[src/rtl/rv_enc_pkg.sv]
// Shared types and opcodes for the RV64 instruction encoder/loader.
package rv_enc_pkg;

    typedef enum logic [1:0] {
        K_R   = 2'd0,
        K_LW  = 2'd1,
        K_SW  = 2'd2,
        K_BEQ = 2'd3
    } kind_t;

    typedef enum logic [1:0] {
        IDLE  = 2'd0,
        WRITE = 2'd1,
        FULL  = 2'd2
    } state_t;

    localparam logic [6:0] OP_R      = 7'b0110011;
    localparam logic [6:0] OP_LOAD   = 7'b0000011;
    localparam logic [6:0] OP_STORE  = 7'b0100011;
    localparam logic [6:0] OP_BRANCH = 7'b1100011;

endpackage

[src/rtl/instr_packer.sv]
// Combinational packer: decoded fields + immediate -> 32-bit RV instruction.
module instr_packer
    import rv_enc_pkg::*;
(
    input  logic [1:0]  kind,
    input  logic [4:0]  rd,
    input  logic [4:0]  rs1,
    input  logic [4:0]  rs2,
    input  logic [2:0]  funct3,
    input  logic [6:0]  funct7,
    input  logic [63:0] imm,
    output logic [31:0] word,
    output logic        imm_ok
);

    kind_t k;
    logic  fits12;
    logic  fits13;

    assign k = kind_t'(kind);

    // Sign-extension from bit 11 / bit 12 must reproduce the full 64-bit value.
    assign fits12 = (&imm[63:11]) | ~(|imm[63:11]);
    assign fits13 = (&imm[63:12]) | ~(|imm[63:12]);

    always_comb begin
        word   = 32'h0;
        imm_ok = 1'b0;
        unique case (k)
            K_R: begin
                word   = {funct7, rs2, rs1, funct3, rd, OP_R};
                imm_ok = 1'b1;
            end
            K_LW: begin
                word   = {imm[11:0], rs1, funct3, rd, OP_LOAD};
                imm_ok = fits12;
            end
            K_SW: begin
                word   = {imm[11:5], rs2, rs1, funct3, imm[4:0], OP_STORE};
                imm_ok = fits12;
            end
            K_BEQ: begin
                word   = {imm[12], imm[10:5], rs2, rs1, funct3,
                          imm[4:1], imm[11], OP_BRANCH};
                imm_ok = fits13 & ~imm[0];
            end
            default: begin
                word   = 32'h0;
                imm_ok = 1'b0;
            end
        endcase
    end

endmodule

[src/rtl/instr_encoder_loader.sv]
// Encodes field bundles and streams the words into instruction memory.
module instr_encoder_loader
    import rv_enc_pkg::*;
#(
    parameter int          DEPTH     = 64,
    parameter logic [31:0] BASE_ADDR = 32'h0000_0000,
    parameter int          ADDR_W    = 32,
    localparam int         CNT_W     = $clog2(DEPTH + 1)
) (
    input  logic              clk,
    input  logic              reset,
    input  logic              in_valid,
    output logic              in_ready,
    input  logic [1:0]        in_kind,
    input  logic [4:0]        in_rd,
    input  logic [4:0]        in_rs1,
    input  logic [4:0]        in_rs2,
    input  logic [2:0]        in_funct3,
    input  logic [6:0]        in_funct7,
    input  logic [63:0]       in_imm,
    output logic              imem_we,
    input  logic              imem_ready,
    output logic [ADDR_W-1:0] imem_addr,
    output logic [31:0]       imem_wdata,
    output logic              full,
    output logic              err,
    output logic [CNT_W-1:0]  word_cnt
);

    state_t      state;
    logic [31:0] word;
    logic        imm_ok;

    instr_packer u_packer (
        .kind   (in_kind),
        .rd     (in_rd),
        .rs1    (in_rs1),
        .rs2    (in_rs2),
        .funct3 (in_funct3),
        .funct7 (in_funct7),
        .imm    (in_imm),
        .word   (word),
        .imm_ok (imm_ok)
    );

    assign in_ready = (state == IDLE);

    always_ff @(posedge clk) begin
        if (reset) begin
            state      <= IDLE;
            imem_we    <= 1'b0;
            imem_addr  <= ADDR_W'(BASE_ADDR);
            imem_wdata <= 32'h0;
            word_cnt   <= '0;
            full       <= 1'b0;
            err        <= 1'b0;
        end else begin
            err <= 1'b0;
            unique case (state)
                IDLE: begin
                    if (in_valid) begin
                        if (imm_ok) begin
                            imem_wdata <= word;
                            imem_we    <= 1'b1;
                            state      <= WRITE;
                        end else begin
                            err <= 1'b1;
                        end
                    end
                end
                WRITE: begin
                    if (imem_ready) begin
                        imem_we   <= 1'b0;
                        imem_addr <= imem_addr + ADDR_W'(4);
                        word_cnt  <= word_cnt + CNT_W'(1);
                        // The last slot fills the memory; no further bundles taken.
                        if (word_cnt == CNT_W'(DEPTH - 1)) begin
                            state <= FULL;
                            full  <= 1'b1;
                        end else begin
                            state <= IDLE;
                        end
                    end
                end
                FULL: begin
                    imem_we <= 1'b0;
                end
                default: begin
                    state <= IDLE;
                end
            endcase
        end
    end

endmodule

[config.mk]
export PLATFORM = sky130hd
export DESIGN_NAME = instr_encoder_loader
export DESIGN_NICKNAME = d
export VERILOG_FILES = /design/src/rtl/rv_enc_pkg.sv /design/src/rtl/instr_packer.sv /design/src/rtl/instr_encoder_loader.sv
export SDC_FILE = /design/constraint.sdc
export NUM_CORES = 1
export LEC_CHECK = 0
export BUFFER_PORTS_ARGS = -buffer_cell sky130_fd_sc_hd__clkbuf_2
export CORE_MARGIN = 2
export CORE_UTILIZATION = 47
export CTS_CLUSTER_SIZE = 8
export DETAILED_ROUTE_END_ITERATION = 6
export GPL_TIMING_DRIVEN = 0
export PLACE_DENSITY_LB_ADDON = 0.15
export SLEW_MARGIN = 30
export SYNTH_ARGS = -nofsm -noshare
export SYNTH_HDL_FRONTEND = slang
export SYNTH_SLANG_ARGS = --single-unit
export TNS_END_PERCENT = 5
[constraint.sdc]
create_clock -name clk -period 2.6 [get_ports clk]
set_input_delay 0.39 -clock clk [delete_from_list [all_inputs] [get_ports clk]]
set_output_delay 0.39 -clock clk [all_outputs]
set_load 0.01 [all_outputs]
==> results.json <==
{
  "r2r_cells": 7,
  "design_area_sq_um": 4830,
  "design.core.area_sq_um": 7650,
  "die-width_um": 92.2,
  "hold_viol_final": 0,
  "r2r_slack_ns": 0.28,
  "synth_cells": 432,
  "cts_tree": "yes",
  "fmax_mhz": 432,
  "htree_levels": 3,
  "dominantRegCellSynth": "dfxtp_1",
  "cts_made_buffers": 9,
  "synth_seq_cells": 71,
  "powerDensity_nw_per_um2": 519,
  "critical_path.cell_chain": "inv_1 -> ha_1 -> nand2_1 -> nor3_2 -> nand4_1 -> or3_1 -> a21oi_1",
  "rows": 32,
  "r2r-start": "state[1]$_SDFFE_PP0P_",
  "hpwl_um": 7550,
  "crit_path_end": "imem_addr[27]$_SDFFE_PP0P_",
  "maxSlewHeadroom_pct": 57.9,
  "detail_route.wl_per_cell_um": 13.4,
  "synth_edf_count": 0,
  "min_path_type": "in -> reg",
  "clk_pin_slew_worst_paths_ns": 0.07,
  "worstPathArrival_ns": 2.58,
  "yosysTopAreaCell": "dfxtp_1",
  "peakVddDrop_v": 0.000274,
  "fin_nets": 715,
  "reg2reg_to": "imem_addr[27]$_SDFFE_PP0P_",
  "crit_fanout": 8,
  "setup_violations": 0,
  "period_share_pct": 89.1,
  "ys_top_cells_by_area": "dfxtp_1, nand2_1, nand4_1",
  "areaGrowthSynthToFinish_pct": 32.0,
  "synth_top_cell_area_share_pct": 38.8,
  "drive_gt1_share_pct": 31.9,
  "wirelength_um": 9620,
  "crit_type": "reg -> reg",
  "cts-root-buf": "clkbuf_8",
  "placed_cell_area_sq_um": 4620,
  "dieArea_sq_um": 8510,
  "worst-slew-pin-transition_ns": 0.631,
  "grtUsageTotal_pct": 23.0,
  "dr.pass1.iters": 4,
  "status": "complete, no violations",
  "startpoint": "state[1]$_SDFFE_PP0P_",
  "synthTopCellsByCount": "dfxtp_1, nand2_1, nor2_1, nand4_1, inv_1",
  "drv_slew": 0,
  "antenna_found_initial": 0,
  "drc_errors": 0,
  "postLayoutCoreUtil_pct": 63.2,
  "grt_pass1_vias": 3556,
  "synth_most_common_cell": "dfxtp_1",
  "end_kind": "register",
  "setup.worst_path.start_class": "register",
  "ant_nets": 0,
  "cap_violations": 0,
  "drtIter0Drc": 95,
  "overflow": 0,
  "path_depth": 7,
  "crit_buf_inv": 1,
  "yosysWarnings": 0,
  "period_needed_ns": 2.32,
  "rsz0062_at_grt": "false",
  "synth_cell_types": 42,
  "die_y_um": 92.2,
  "syn_area_per_cell_sq_um": 8.47,
  "p_leak_uw": 0.00216,
  "viasPerCell": 5.33,
  "cp_slowest_stage_delay_ns": 0.56,
  "clock_latency_ns": 0.34,
  "syn_area_sq_um": 3660,
  "place.gp.congestion": 0.826,
  "diodes": 0,
  "final.setup_skew_ns": 0.0121,
  "vias": 3817,
  "crit_slowest_cell": "nor3_2",
  "cpLargestDelayFamily": "simple AND/OR/NAND/NOR gates",
  "start_util_pct": 47.9,
  "grt_first_pass_wirelength_um": 15900,
  "grt_max_degree": 13,
  "async_reset_ff_share_pct": 0,
  "io_pins": 170,
  "synth-seq-area-share_pct": 38.8,
  "numClockSinks": 71,
  "clock_path_buffers": 2,
  "worstPathRequired_ns": 2.87,
  "io_buffer_count": 164
}
## worst min-delay path by stage
| stage | slack, ns | from | cells past startpoint | endpoint |
|---|---|---|---|---|
| 5_1_grt | 0.26 | in_rs1[2] | 3 | imem_wdata[17]$_SDFFE_PP0P_ |
| 3_5_place_dp | 0.45 | imem_wdata[8]$_SDFFE_PP0P_ | 2 | imem_wdata[8]$_SDFFE_PP0P_ |
| 6_report | 0.27 | in_funct3[0] | 3 | imem_wdata[12]$_SDFFE_PP0P_ |
| 4_1_cts | 0.26 | in_funct3[0] | 3 | imem_wdata[12]$_SDFFE_PP0P_ |
| 2_1_floorplan | 0.47 | state[1]$_SDFFE_PP0P_ | 2 | state[1]$_SDFFE_PP0P_ |
| 3_3_place_gp | 0.44 | imem_wdata[17]$_SDFFE_PP0P_ | 2 | imem_wdata[17]$_SDFFE_PP0P_ |
## logic make-up after synthesis
logic type      share of synthesized area [%]
compound gates                           15.6
xor+xnor                                 5.98
fa+ha+maj                                3.42
buf+inv                                  5.64
flops                                    38.8
mux                                      5.54
other cells                             0.102
simple gates                             24.9
## placed cells by master (no fill, tap or decap), types with 12 or more instances in the layout
master,synthesis,layout
nand4_1,30,30
nor4_1,15,15
xor2_1,17,17
clkbuf_1,15,15
nor2_1,35,35
dfxtp_1,71,71
a22o_1,15,15
mux2i_1,18,18
nand2_1,56,56
inv_1,22,22
a211oi_1,18,18
nand3_1,12,12
clkbuf_2,0,164
## cell type report
type / instances / area [sq um]
fill: 725 / 2820
multi-input combinational: 317 / 2050
sequential: 71 / 1420
timing repair buffer: 164 / 821
clock buffer: 11 / 151
tap: 102 / 128
buffer: 24 / 120
inverter: 23 / 86.3
clock inverter: 4 / 55.1
## metrics by stage
step	power (uW)	hold slack [ns]	instances	setup WS, ns	TNS, ns
after detailed placement	1620	0.447	701	-0.0651	-0.236
after global routing	2620	0.257	716	0.0377	0
after floorplan	1440	0.468	435	0.277	0
after CTS	2530	0.261	716	0.285	0
after global placement	1610	0.442	701	0.00301	0
final	2510	0.274	716	0.284	0
## what timing repair did
| item | CTS | global route |
|---|---|---|
| hold buffers | 0 | 0 |
| resized for setup | 1 | 0 |
| endpoints found under the setup margin | 4 | 0 |
| setup buffers | 0 | 0 |
## tightest hold or removal path, stage by stage
cell and delay, ns:
clkbuf_2 0.08, nand2_1 0.04, mux2i_1 0.05
## report_power, final
part / switching [uW] / leakage [uW] / internal [uW] / total [uW]
clock network: 415 / 0.000102 / 494 / 909
logic: 241 / 0.00148 / 198 / 439
registers: 29.8 / 0.000575 / 1130 / 1160
total: 686 / 0.00216 / 1820 / 2510
## registers in the layout (all words and copies together) (netlist names)
signal and count:
err 1, full 1, imem_addr 30, imem_wdata 29
imem_we 1, state 2, word_cnt 7
## routing by layer
metal,vias up,share of wire [%],track usage [%]
met4,0,1.2,7.84
li1,1906,-,-
met5,-,0,0
met1,1788,43,27.5
met2,113,49,40.2
met3,10,6.3,5.59
Note: power is estimated with default switching activity, not from simulation.
